### src/rtl/bt_cmd_responder.sv
// bt_cmd_responder: UART command endpoint; collects CR-terminated commands and replies "AOK\r" or "ERR\r".
module bt_cmd_responder #(
  parameter int BAUD_DIV = 2604,
  parameter int MAX_LEN  = 16,
  parameter int TURN_CYC = 1000
) (
  input  logic       clk,
  input  logic       rst_n,
  input  logic       cmd_n,
  input  logic       RX,
  output logic       TX,
  output logic       cmd_vld,
  output logic [7:0] cmd_op,
  output logic [4:0] cmd_len,
  output logic       err,
  output logic       busy
);
  localparam int BW = $clog2(BAUD_DIV);
  localparam int TW = $clog2(TURN_CYC + 1);
  localparam logic [BW-1:0] B_END  = BW'(BAUD_DIV - 1);
  localparam logic [BW-1:0] B_HALF = BW'(BAUD_DIV / 2 - 1);
  typedef enum logic [1:0] {R_IDLE, R_START, R_DATA, R_STOP} rx_st_t;
  typedef enum logic [2:0] {DISABLED, COLLECT, DRAIN, TURN, RESPOND} st_t;
  logic [1:0] rx_sy, cn_sy;
  logic rx_s, cmdn_s, rx_p;
  rx_st_t rx_st;
  logic [BW-1:0] rx_cnt, tx_cnt;
  logic [2:0] rx_bit;
  logic [7:0] rx_sh, op0, cur;
  logic rx_tick, rx_done, rx_ferr;
  st_t state, st_n;
  logic [4:0] cnt;
  logic [TW-1:0] tc;
  logic [3:0] tx_bit;
  logic [1:0] tx_idx;
  logic rep_err;
  logic is_cr, in_col, vld_c, ovf_c, acc_c, ferr_c, drn_cr, turn_end, tx_tick, byte_end, tx_last;
  assign rx_s     = rx_sy[1];
  assign cmdn_s   = cn_sy[1];
  assign rx_tick  = rx_cnt == ((rx_st == R_START) ? B_HALF : B_END);
  assign rx_done  = rx_st == R_STOP && rx_tick && rx_s;
  assign rx_ferr  = rx_st == R_STOP && rx_tick && !rx_s;
  assign is_cr    = rx_sh == 8'h0D;
  assign in_col   = state == COLLECT && !cmdn_s;
  assign vld_c    = in_col && rx_done && is_cr && cnt != 5'd0;
  assign ovf_c    = in_col && rx_done && !is_cr && cnt == 5'(MAX_LEN);
  assign acc_c    = in_col && rx_done && !is_cr && cnt != 5'(MAX_LEN);
  assign ferr_c   = (state == COLLECT || state == DRAIN) && !cmdn_s && rx_ferr;
  assign drn_cr   = state == DRAIN && !cmdn_s && rx_done && is_cr;
  assign turn_end = state == TURN && !cmdn_s && tc == TW'(TURN_CYC - 1);
  assign tx_tick  = tx_cnt == B_END;
  assign byte_end = state == RESPOND && tx_tick && tx_bit == 4'd9;
  // A late cmd_n rise still lets the byte in flight finish its stop bit.
  assign tx_last  = byte_end && (tx_idx == 2'd3 || cmdn_s);
  assign busy     = state == TURN || state == RESPOND;
  assign cur = (tx_idx == 2'd0) ? (rep_err ? 8'h45 : 8'h41) :
               (tx_idx == 2'd1) ? (rep_err ? 8'h52 : 8'h4F) :
               (tx_idx == 2'd2) ? (rep_err ? 8'h52 : 8'h4B) : 8'h0D;
  always_ff @(posedge clk or negedge rst_n) begin
    if (!rst_n) begin
      rx_sy  <= 2'b11;
      cn_sy  <= 2'b11;
      rx_p   <= 1'b1;
      rx_st  <= R_IDLE;
      rx_cnt <= '0;
      rx_bit <= '0;
      rx_sh  <= '0;
    end else begin
      rx_sy  <= {rx_sy[0], RX};
      cn_sy  <= {cn_sy[0], cmd_n};
      rx_p   <= rx_s;
      rx_cnt <= (rx_st == R_IDLE || rx_tick) ? '0 : rx_cnt + 1'b1;
      if (rx_st == R_IDLE) begin
        if (rx_p && !rx_s) rx_st <= R_START;
      end else if (rx_st == R_START) begin
        if (rx_tick) rx_st <= rx_s ? R_IDLE : R_DATA;
      end else if (rx_st == R_DATA) begin
        if (rx_tick) begin
          rx_sh  <= {rx_s, rx_sh[7:1]};
          rx_bit <= rx_bit + 1'b1;
          if (rx_bit == 3'd7) rx_st <= R_STOP;
        end
      end else if (rx_tick) begin
        rx_st <= R_IDLE;
      end
    end
  end
  always_comb begin
    st_n = state;
    case (state)
      DISABLED: st_n = cmdn_s ? DISABLED : COLLECT;
      COLLECT:  st_n = cmdn_s ? DISABLED : vld_c ? TURN : ovf_c ? DRAIN : COLLECT;
      DRAIN:    st_n = cmdn_s ? DISABLED : drn_cr ? TURN : ferr_c ? COLLECT : DRAIN;
      TURN:     st_n = cmdn_s ? DISABLED : turn_end ? RESPOND : TURN;
      RESPOND:  st_n = tx_last ? (cmdn_s ? DISABLED : COLLECT) : RESPOND;
      default:  st_n = DISABLED;
    endcase
  end
  always_ff @(posedge clk or negedge rst_n) begin
    if (!rst_n) begin
      state   <= DISABLED;
      cmd_vld <= 1'b0;
      cmd_op  <= '0;
      cmd_len <= '0;
      err     <= 1'b0;
      cnt     <= '0;
      op0     <= '0;
      rep_err <= 1'b0;
      tc      <= '0;
      TX      <= 1'b1;
      tx_cnt  <= '0;
      tx_bit  <= '0;
      tx_idx  <= '0;
    end else begin
      state   <= st_n;
      cmd_vld <= vld_c;
      if (vld_c) begin
        cmd_op  <= op0;
        cmd_len <= cnt;
      end
      err <= (ferr_c || ovf_c) ? 1'b1 : vld_c ? 1'b0 : err;
      cnt <= (st_n != COLLECT || ferr_c) ? '0 : acc_c ? cnt + 1'b1 : cnt;
      if (acc_c && cnt == 5'd0) op0 <= rx_sh;
      if (vld_c || drn_cr) rep_err <= drn_cr;
      tc <= (state == TURN) ? tc + 1'b1 : '0;
      if (turn_end) begin
        TX     <= 1'b0;
        tx_cnt <= '0;
        tx_bit <= '0;
        tx_idx <= '0;
      end else if (state == RESPOND) begin
        tx_cnt <= tx_tick ? '0 : tx_cnt + 1'b1;
        if (byte_end) begin
          TX     <= tx_last;
          tx_bit <= '0;
          tx_idx <= tx_idx + 1'b1;
        end else if (tx_tick) begin
          TX     <= (tx_bit == 4'd8) ? 1'b1 : cur[tx_bit[2:0]];
          tx_bit <= tx_bit + 1'b1;
        end
      end else begin
        TX <= 1'b1;
      end
    end
  end
endmodule

### config.mk
export PLATFORM = sky130hd
export DESIGN_NAME = bt_cmd_responder
export DESIGN_NICKNAME = d
export VERILOG_FILES = /design/src/rtl/bt_cmd_responder.sv
export SDC_FILE = /design/constraint.sdc
export NUM_CORES = 1
export LEC_CHECK = 0
export CAP_MARGIN = 0
export CORE_ASPECT_RATIO = 1.4
export CORE_MARGIN = 5
export CORE_UTILIZATION = 50
export DETAILED_ROUTE_END_ITERATION = 6
export GPL_ROUTABILITY_DRIVEN = 1
export PLACE_DENSITY = 0.71
export SLEW_MARGIN = 20
export SYNTH_ARGS = -nofsm -noshare
export SYNTH_HDL_FRONTEND = slang
export SYNTH_SLANG_ARGS = --single-unit
### constraint.sdc
create_clock -name clk -period 2.2 [get_ports clk]
set_clock_uncertainty 0.15 [all_clocks]
set_input_delay 0.66 -clock clk [delete_from_list [all_inputs] [get_ports clk]]
set_output_delay 0.66 -clock clk [all_outputs]
set_load 0.01 [all_outputs]
==> run_results.csv, run 1 <==
group,metric,value,unit
global_route,grt_use_met3,4.90,%
status,status,"finished, violations left",
synthesis,synth.cell_area,4520,µm²
critical_path,timing.rr.end,"err",
cells_and_area,fillers,691,
synthesis,ys_seq_area_share,50.6,%
synthesis,ys_ff_latch,91,
drt,wl_per_cell,15.0,µm
timing,worstMarginPinSlew,460,ps
timing,fmax,453,MHz
cells_and_area,final_core_util,65.1,%
floorplanning,start_util,50.6,%
cells_and_area,final_cell_mix,"dfrtp_1 (83), buf_4 (75), nand2_1 (53), nor2_1 (51), nand3_1 (25)",
synthesis,syn-num-nets,457,
timing,finalHoldViolCount,0,
floorplanning,fp.dieW,90.3,µm
cells_and_area,final_area,5810,µm²
timing,finalSetupViolCount,1,
global_route,overflow,0,
critical_path,rrSetupSlack,-5,ps
placement,dp_hpwl,7290,µm
critical_path,endpoint_kind,"register",
critical_path,cp_max_fo,3,
synthesis,netlist_instances,439,
placement,routabilityCongestion,0.877,
floorplanning,rows,41,
job,maxCapViolCount,0,
floorplanning,ioPinCount,21,
global_route,grt_use_met2,35.7,%
drt,drc,0,
synthesis,synthArstFlopShare,100,%
clocking,numCtsBuffers,9,
drt,wl,9750,µm
clocking,root_buffer,"clkbuf_16",
synthesis,synth-main-ff-cell,"dfrtp_1",
floorplanning,dieArea,11100,µm²
critical_path,cp.required,2290,ps
timing,finalMaxSlewViolations,0,
timing,fin_crit_sh,100,%
global_route,antenna_found_initial,0,
timing,fin_setup_tns,-5.10,ps
clocking,cts_max_level,3,
placement,portBuffers,20,
timing,fin_ws,-5.10,ps
synthesis,yosysWarnings,0,
clocking,insertion_delay,350,ps
synthesis,synth_edf_count,0,
synthesis,ys_types,61,
cells_and_area,drive_above_1_share,27.2,%
pwr,peakVddDrop,0.474,mV
global_route,grt_use_met1,20.7,%
drt,vias,3597,
clocking,hold_buffers,0,
placement,dpl_cell_area,5390,µm²
drt,ant_nets,0,
critical_path,startpoint_type,"register",
clocking,cts_tree,"done",
timing,grt_setup_unrepaired,"yes",
min_path,hold_path.class,"in2async",
status,violations,"negative setup slack",
floorplanning,coreArea,8930,µm²
cells_and_area,mostFrequentLayoutCell,"dfrtp_1",
drt,firstDrtPassIters,4,
pwr,power_density,638,nW/µm²
timing,fin_crit,2210,ps
critical_path,reg2reg_from,"rx_cnt[4]",
clocking,clock_path_buffers,2,
global_route,first_global_vias,3774,
global_route,grt_max_degree,35,
timing,relSlewSlack,69.3,%
synthesis,syn_avg_cell_area,10.3,µm²
global_route,track_usage,19.3,%
clocking,clk_pin_slew_worst_paths,70,ps
cells_and_area,diodes,0,
global_route,grt-busiest-layer,"met2",
critical_path,crit_type,"reg2reg",
global_route,grt_pass1_wl,17300,µm
pwr,leakage,2.76,nW
cells_and_area,syn_to_final_growth,28.7,%
drt,first_iter_violations,173,
cells_and_area,nets,557,
floorplanning,die_h,122,µm
critical_path,cp.arrival,2290,ps
critical_path,r2r.worst_path.cells,5,
clocking,cts_sinks,91,
drt,via_per_inst,5.53,
==> worst max path at each step <==
stage / startpoint / to / slack, ps / depth (start not counted)
after floorplan: rx_cnt[9] / cmd_len[2] / -5 / 6
after global placement: rx_sh[5] / cmd_len[2] / -40 / 5
after detailed placement: rx_cnt[4] / cnt[4] / -100 / 7
after CTS: rx_cnt[4] / err / -10 / 5
after global routing: rx_cnt[4] / cmd_op[1] / -100 / 7
final: rx_cnt[4] / err / -5 / 5
==> stage by stage <==
step                power, mW  instances  hold slack (ps)  setup WS (ps)
floorplan                1.97        439              195          -4.87
global placement         2.13        630              196          -35.8
detailed placement       2.14        630              198          -97.2
CTS                      3.73        647             91.0          -12.7
global route             3.88        651              107          -98.6
finish                   3.71        651             89.4          -5.10
==> cell families after synthesis <==
group | synth area share [%]
AO/OA/AOI/OAI | 8.62
XOR/XNOR | 5.04
adder cells (fa/ha/maj) | 3.88
buffers and inverters | 2.27
flip-flops | 50.6
multiplexers | 6.10
AND/OR/NAND/NOR | 23.5
==> flip-flops by register name, indices dropped and copies added (netlist names), 2 cells and up <==
register / cells
rx_bit: 3
state: 3
rx_st: 2
cmd_op: 8
tx_idx: 2
cmd_len: 5
cnt: 5
rx_sy: 2
rx_sh: 8
tc: 10
tx_cnt: 12
cn_sy: 2
tx_bit: 4
rx_cnt: 12
op0: 8
==> power by group <==
group	internal [mW]	switching [mW]	leakage (nW)	total, mW
logic	0.166	0.204	1.37	0.370
registers	1.72	0.0331	1.24	1.75
clock network	0.948	0.637	0.146	1.58
total	2.83	0.874	2.76	3.71
==> repair_timing <==
action / CTS / global route
buffers inserted: 1 / 4
pin swaps: 3 / 2
resized for setup: 11 / 13
setup endpoints to repair: 29 / 53
==> cell type report <==
type,count,area [µm²],area share (%)
multi-input cells,325,2190,37.7
repair buffers,100,846,14.6
well taps,107,134,2.30
clock buffers,13,260,4.48
inverters,12,45.0,0.775
clock inverters,3,46.3,0.797
flip-flops and latches,91,2290,39.4
==> synthesized netlist by cell type (all sizes together) (4+ instances only) <==
cell	count	area, µm²
nor2	56	226
nor3	7	40.0
nand2	55	206
inv	12	45.0
o21ai	27	139
xor2	16	140
xnor2	10	87.6
nor4	5	31.3
nand4	8	50.1
o31ai	5	37.5
nand3	26	130
ha	14	175
a31oi	5	31.3
nand4b	6	52.6
dfrtp	85	2130
clkbuf	8	30.0
and3	10	63.8
a21oi	7	35.0
nand3b	4	30.0
dfstp	6	158
mux2	22	255
==> routing by layer <==
metal	up-vias	wire [µm]
li1	1759	-
met1	1766	3740
met2	50	5490
met3	22	269
met4	0	247
met5	-	0
==> worst max-delay path, cell delays in order, from the launching register on <==
cell and delay, ps:
dfrtp_1 380, nand4bb_4 240, buf_6 140, or4_4 490, or3_4 430, a211o_1 270
(Power assumes the default switching activity.)
==> inputs of run 2 (changes only) <==
--- a/config.mk
+++ b/config.mk
@@ -16,3 +16,4 @@
 export SYNTH_ARGS = -nofsm -noshare
 export SYNTH_HDL_FRONTEND = slang
 export SYNTH_SLANG_ARGS = --single-unit
+export TNS_END_PERCENT = 100
==> results of run 2 <==
Final layout, timing and power as in run 1 (identical DEF).
==> inputs of run 3 (changes only) <==
--- a/config.mk
+++ b/config.mk
@@ -11,6 +11,7 @@
 export CORE_UTILIZATION = 50
 export DETAILED_ROUTE_END_ITERATION = 6
 export GPL_ROUTABILITY_DRIVEN = 1
+export GPL_TIMING_DRIVEN = 0
 export PLACE_DENSITY = 0.71
 export SLEW_MARGIN = 20
 export SYNTH_ARGS = -nofsm -noshare
==> run_results.csv, run 3 (synthesis gave the netlist of run 1 again) <==
group,metric,value,unit
critical_path,cp_max_fo,7,
placement,portBuffers,20,
drt,firstDrtPassIters,4,
placement,dp_hpwl,6210,µm
status,violations,"negative setup slack",
global_route,antenna_found_initial,0,
placement,routabilityCongestion,0.874,
cells_and_area,mostFrequentLayoutCell,"dfrtp_1",
clocking,root_buffer,"clkbuf_16",
clocking,cts_sinks,91,
cells_and_area,final_core_util,64.7,%
global_route,track_usage,17.9,%
cells_and_area,syn_to_final_growth,27.9,%
timing,finalHoldViolCount,0,
clocking,numCtsBuffers,9,
floorplanning,die_h,122,µm
clocking,clk_pin_slew_worst_paths,70,ps
floorplanning,dieArea,11100,µm²
clocking,clock_path_buffers,2,
critical_path,endpoint_kind,"register",
min_path,hold_path.class,"in2async",
global_route,first_global_vias,3510,
global_route,grt_pass1_wl,16000,µm
cells_and_area,drive_above_1_share,29.5,%
critical_path,startpoint_type,"register",
floorplanning,start_util,50.6,%
timing,fin_ws,-61.5,ps
global_route,grt_max_degree,53,
pwr,leakage,2.65,nW
timing,fin_crit_sh,103,%
clocking,hold_buffers,0,
drt,top_layer_used,"met4",
drt,via_per_inst,5.71,
clocking,cts_tree,"done",
timing,finalMaxSlewViolations,0,
global_route,overflow,0,
critical_path,crit_type,"reg2reg",
drt,first_iter_violations,126,
drt,drc,0,
cells_and_area,final_cell_mix,"dfrtp_1 (74), nor2_1 (53), nand2_1 (43), buf_4 (41), nand3_1 (25)",
drt,met2_length,5330,µm
cells_and_area,seqCellArea,2300,µm²
floorplanning,coreArea,8930,µm²
status,status,"finished, violations left",
critical_path,cp.required,2280,ps
timing,whs,154,ps
floorplanning,rows,41,
cells_and_area,multi_input_area,2370,µm²
cells_and_area,diodes,0,
drt,wl,9890,µm
pwr,power_density,625,nW/µm²
job,maxCapViolCount,0,
drt,vias,3574,
drt,wl_met3,207,µm
cells_and_area,fillers,695,
drt,wl_per_cell,15.8,µm
timing,grt_setup_unrepaired,"yes",
floorplanning,ioPinCount,21,
timing,finalSetupViolCount,13,
pwr,power,3.61,mW
clocking,cts_max_level,3,
placement,post-place-ws,-385,ps
drt,met1Wirelength,3990,µm
timing,relSlewSlack,63.4,%
critical_path,cp.arrival,2340,ps
pwr,peakVddDrop,0.461,mV
timing,worstMarginPinSlew,548,ps
clocking,insertion_delay,340,ps
drt,ant_nets,0,
floorplanning,fp.dieW,90.3,µm
timing,fin_setup_tns,-291,ps
cells_and_area,reg.largest.list,"rx_cnt: 12 flops, tx_cnt: 12 flops, tc: 10 flops",
timing,fin_crit,2260,ps
cells_and_area,nets,532,
timing,fmax,442,MHz
==> run 3: cell count changes in the layout (fill, tap and decap cells not counted), moves of 4 or more <==
cell,change
dfrtp_1,-9
dfrtp_2,+9
nand2_1,-10
mux2_4,+4
buf_6,+4
nand2_2,+10
buf_4,-34
==> run 3: path summary, 6_finish.rpt <==
kind / startpoint / to / slack, ps / cells past startpoint
worst max-delay path: rx_sy[1] / cmd_len[3] / -60 / 6
worst min-delay path: rst_n / tx_cnt[9] / 150 / 1
worst max register to register: rx_sy[1] / cmd_len[3] / -60 / 6
worst min register to register: rx_sy[0] / rx_sy[1] / 210 / 0
max in group asynchronous: rst_n / cn_sy[1] / 1050 / 2
min in group clk: rx_sy[0] / rx_sy[1] / 210 / 0
==> run 3: routing by layer <==
layer	up-vias	global-route usage [%]
met4	0	9.22
met2	62	32.3
met5	-	0
met1	1775	20.1
li1	1708	-
met3	29	3.19
==> run 3: cell type report <==
cell class	count	area share (%)
multi-input cells	326	41.0
flip-flops and latches	91	39.8
repair buffers	66	10.0
clock buffers	11	4.38
well taps	107	2.32
plain buffers	8	1.08
inverters	12	0.780
clock inverters	5	0.607
==> run 3: critical path, stage by stage, from the launching register on <==
cell and delay, ps:
dfstp_2 540, nand4b_1 110, buf_4 160, buf_6 110, nor3_4 170, or4b_4 570
mux2_4 330
==> run 3: power breakdown <==
part / leakage [nW] / total, mW / internal [mW] / switching [mW]
Combinational: 1.28 / 0.363 / 0.155 / 0.208
Clock: 0.142 / 1.48 / 0.830 / 0.650
Sequential: 1.23 / 1.77 / 1.72 / 0.0461
==> run 3: per-stage QoR <==
stage	instance area (µm²)	cells
floorplan	4520	439
global placement	4850	566
detailed placement	4880	567
CTS	5450	604
global route	5780	626
finish	5780	626
==> run 3: what timing repair did <==
item                                    CTS  global route
setup buffers                            23            21
pin swaps                                13            34
endpoints found under the setup margin   67            62
gates resized for setup                  31            56
gates cloned                              1             1
